**src/rtl/logic_unit_pipe.sv**
```systemverilog
// Pipelined bitwise logic lane for the EX stage: eight ops, zero flag, STAGES register stages,
// valid/ready on both sides and a synchronous flush for branch-mispredict recovery.
module logic_unit_pipe #(
    parameter int WIDTH  = 32,
    parameter int STAGES = 2
) (
    input  logic             clk,
    input  logic             rst_n,
    input  logic             flush,
    input  logic             in_valid,
    output logic             in_ready,
    input  logic [2:0]       op,
    input  logic [WIDTH-1:0] a,
    input  logic [WIDTH-1:0] b,
    output logic             out_valid,
    input  logic             out_ready,
    output logic [WIDTH-1:0] f,
    output logic             zero
);

    // Handshake: a transfer happens on a rising edge where valid and ready are both high.
    // in_ready is low during flush; the output side is unaffected by flush.

    logic [WIDTH-1:0]  res;
    logic [STAGES-1:0] vld_q;
    logic [STAGES-1:0] vld_d;
    logic [STAGES-1:0] rdy;
    logic [STAGES-1:0] load;
    logic [WIDTH-1:0]  f_q [STAGES];
    logic [STAGES-1:0] z_q;

    always_comb begin
        res = '0;
        case (op)
            3'b000:  res = a & b;
            3'b001:  res = a | b;
            3'b010:  res = a ^ b;
            3'b011:  res = ~(a | b);
            3'b100:  res = ~(a & b);
            3'b101:  res = ~(a ^ b);
            3'b110:  res = a & ~b;
            default: res = a;
        endcase
    end

    assign in_ready = !flush && rdy[0];

    genvar k;
    generate
        for (k = 0; k < STAGES; k++) begin : g_stage
            // A stage can take new data unless it and every stage after it is full
            // while the consumer stalls; this keeps the ready chain bubble-free.
            assign rdy[k] = out_ready || !(&vld_q[STAGES-1:k]);
            if (k == 0) begin : g_first
                assign load[k] = rdy[k] && in_valid && !flush;
            end else begin : g_next
                assign load[k] = rdy[k] && vld_q[k-1];
            end
            assign vld_d[k] = flush ? 1'b0 : (rdy[k] ? load[k] : vld_q[k]);
        end
    endgenerate

    always_ff @(posedge clk or negedge rst_n) begin
        if (!rst_n) begin
            vld_q <= '0;
            z_q   <= '0;
            for (int i = 0; i < STAGES; i++) begin
                f_q[i] <= '0;
            end
        end else begin
            vld_q <= vld_d;
            if (load[0]) begin
                f_q[0] <= res;
                z_q[0] <= ~|res;
            end
            for (int i = 1; i < STAGES; i++) begin
                if (load[i]) begin
                    f_q[i] <= f_q[i-1];
                    z_q[i] <= z_q[i-1];
                end
            end
        end
    end

    assign out_valid = vld_q[STAGES-1];
    assign f         = f_q[STAGES-1];
    assign zero      = z_q[STAGES-1];

endmodule

```
**config.mk**
```make
export PLATFORM = sky130hd
export DESIGN_NAME = logic_unit_pipe
export DESIGN_NICKNAME = d
export VERILOG_FILES = /design/src/rtl/logic_unit_pipe.sv
export SDC_FILE = /design/constraint.sdc
export NUM_CORES = 1
export LEC_CHECK = 0
export CAP_MARGIN = 15
export CORE_MARGIN = 4
export CORE_UTILIZATION = 39
export DETAILED_ROUTE_END_ITERATION = 8
export SLEW_MARGIN = 10
export SYNTH_ARGS = -nofsm -noshare
export SYNTH_HDL_FRONTEND = slang
export SYNTH_SLANG_ARGS = --single-unit
```
**constraint.sdc**
```tcl
create_clock -name clk -period 2.7 [get_ports clk]
set_input_delay 0.675 -clock clk [delete_from_list [all_inputs] [get_ports clk]]
set_output_delay 0.675 -clock clk [all_outputs]
set_load 0.01 [all_outputs]
```
==> reports/qor.txt <==
Status -> complete, no violations
Placed insts -> 1069
DRT Wirelength -> 17070 um
Via density -> 5.064
Max IR drop VDD -> 0.3677 mV
Reg2Reg Setup Slack -> 830 ps
Initial core utilization -> 0.3994
# IOs -> 107
First-pass GRT wire length -> 27670 um
Critical path cell sequence -> buf_6 > buf_6 > ha_2 > mux4_2 > nand2_2 > o221ai_4 > or4_4 > nor4_4 > nand4_1 > o31ai_2
Clock Path Buffers -> 2
Setup crit end kind -> register
EDFF count, synth -> 0
Cells after Synth -> 696
Core Util, Final -> 0.5507
Final number of setup-violating endpoints -> 0
PwrDens -> 460.4 nW/um^2
Fin cells -> 1091
Final period utilization -> 0.9812
Register Area -> 1702 um^2
Worst-path clk slew -> 50 ps
Layout cells sized above 1 -> 0.2720
Slowest-stage cell, CP -> or4_4
Critical Path Sink -> z_q[0]$_DFFE_PN0P_
Buf/Inv on CP -> 2
Worst stage delay on the critical path -> 590 ps
Delay-heaviest family, CP -> simple AND/OR/NAND/NOR gates
Die H -> 135.6 um
Multi-input logic area -> 4121 um^2
Worst Max-Slew Pin Slew -> 544.2 ps
Max-cap violations -> 0
Worst flop-to-flop path endpoint -> z_q[0]$_DFFE_PN0P_
Flip-flop and latch count after synthesis -> 68
Worst r2r path cells -> 8
Asr flop ratio synth -> 1.000
Clock sink count -> 68
Largest net degree at the start of global routing -> 69
Clock latency at the later pin of the worst-skew pair -> 320 ps
CP Max Fanout -> 3
Fin. Hold Viols -> 0
Syn Nets -> 864
Syn-to-layout area delta -> 37.88%
Final Skew -> 4.609 ps
Worst setup SP type -> input pin
Vias after detailed routing -> 5525
Vias in the first global route -> 5535
DR WL/cell -> 15.65 um
DRT Pass-1 Iters -> 5
CP startpoint -> a[0]
Clk root buf -> clkbuf_16
Synth unique cells -> 55
Yosys synthesis warning count -> 0
Starting DRT DRC Count -> 337
Worst path depth -> 10
Synth Cell Area -> 6345 um^2
Routed Antenna Nets -> 0
WP data arrival -> 2880 ps
Overflow after GRT -> 0
Slew headroom -> 0.6350
Final min period -> 2649 ps
Critical Setup Path Class -> in -> reg
Tot GR Track Use -> 0.1863
FP Rows -> 46
Leak -> 4.232 nW
Die ar. -> 18370 um^2
Most frequent cells in the layout -> buf_4 (123), ha_1 (90), clkdlybuf4s50_1 (88)
Syn Area/Cell -> 9.116 um^2
Crit-path most repeated cell -> buf_6
Area of the core -> 15890 um^2
Die W -> 135.6 um
Port Buffers -> 106
NumNets Final -> 1038
Antenna Cells -> 0
DRC viols -> 0
Most common cell after layout, fill and taps aside -> buf_4
Achievable Freq -> 377.5 MHz
Slew Viols, Final -> 0
Total CTS buffers -> 9
Worst r2r src -> vld_q[1]$_DFFE_PN0P_
Hold slack -> 371.0 ps
CTS tree -> yes
Seq/Total Area, Yosys -> 0.2682
DP Wirelength -> 13470 um
H-Tree Level Count -> 3
Critical Path RT -> 2930 ps
Post-synth top flop -> dfrtp_1
Fillers -> 1464
Gpl congestion -> 0.8574
Initial antenna violation count -> 0
Hold Path Class -> in -> async
==> worst min-delay path by stage <==
stage                             start             endpoint  slack [ps]  cells after the start
floorplan                         rst_n     f[0]$_DFFE_PN0P_         380                      0
global placement    f_q[59]$_DFFE_PN0P_  f_q[59]$_DFFE_PN0P_         460                      2
detailed placement  f_q[60]$_DFFE_PN0P_  f_q[60]$_DFFE_PN0P_         460                      2
CTS                               rst_n    f[31]$_DFFE_PN0P_         380                      2
global route                      rst_n  f_q[63]$_DFFE_PN0P_         400                      2
finish                            rst_n    f[31]$_DFFE_PN0P_         370                      2
==> through the flow <==
stage          power [mW]  setup slack, ps  area [um^2]  TNS, ps
3_3_place_gp        2.856           -704.8         8215    -2436
3_5_place_dp        2.917           -809.0         8215    -3238
6_report            4.028            50.68         8748        0
5_1_grt             4.277           -21.06         8748   -21.06
2_1_floorplan       2.283            5.361         6345        0
4_1_cts             4.030            5.264         8601        0
==> sequential cells by signal, indices dropped and copies added, names as in the netlist <==
register	cells
f	32
z_q	2
vld_q	2
f_q	32
==> power by group <==
part	switching, mW	internal, mW	total (mW)
sequential	0.129	1.26	1.39
combinational	0.671	0.889	1.56
clock	0.382	0.695	1.08
total	1.18	2.85	4.03
==> layout make-up <==
type                    instances  share of cell area
well taps                     216             0.03089
repair buffers                236              0.2421
multi-input cells             488              0.4711
clock inverters                 1           0.0005721
flip-flops and latches         68              0.1945
inverters                      67             0.02903
clock buffers                  15             0.03175
==> routing by layer <==
metal	global-route usage	up-vias	wire, um	part of all wire
met1	0.2614	2622	8112	0.48
li1	-	2747	-	-
met3	0.03158	14	811	0.048
met5	0	-	0	0
met2	0.2956	142	7911	0.46
met4	0.05487	0	235	0.014
==> cells in the mapped netlist (all sizes together) (3+ instances only) <==
cell	count	area (um^2)
ha	96	1201
dfrtp	68	1702
inv	66	247.7
buf	56	382.9
mux2	50	563.0
nand2	50	187.7
a21oi	34	170.2
o21ai	31	155.2
nor2	29	111.4
mux2i	25	250.2
nor2b	20	125.1
a211oi	17	127.6
clkbuf	17	63.81
xor2	13	113.9
o22ai	11	68.82
o221ai	10	87.58
nand2b	9	56.30
nor3	8	40.04
o211ai	7	52.55
o32ai	7	61.31
a221oi	6	52.55
a22oi	6	45.04
a21o	5	37.54
and2	5	31.28
nand3	5	25.02
xnor2	5	43.79
o32a	4	40.04
a21boi	3	22.52
nand4	3	18.77
or2	3	18.77
==> cell families (layout without fill, tap and decap cells) <==
family                     count (synthesis)  in the layout  synth area share
AOI/OAI and AO/OA                        155            155            0.1643
and+or+nand+nor                          142            142            0.1081
buffers and inverters                    140            319            0.1100
adders and majority gates                 96             96            0.1893
muxes                                     77             77            0.1353
DFF                                       68             68            0.2682
xor gates and xnor gates                  18             18           0.02485
==> timing repair <==
item | in CTS | in global routing
endpoints found under the hold margin | 0 | 0
endpoints found under the setup margin | 1 | 2
pin swaps | 17 | 14
gates resized for setup | 29 | 40
buffers inserted | 2 | 4
hold buffers | 0 | 0
(Power assumes the default switching activity.)
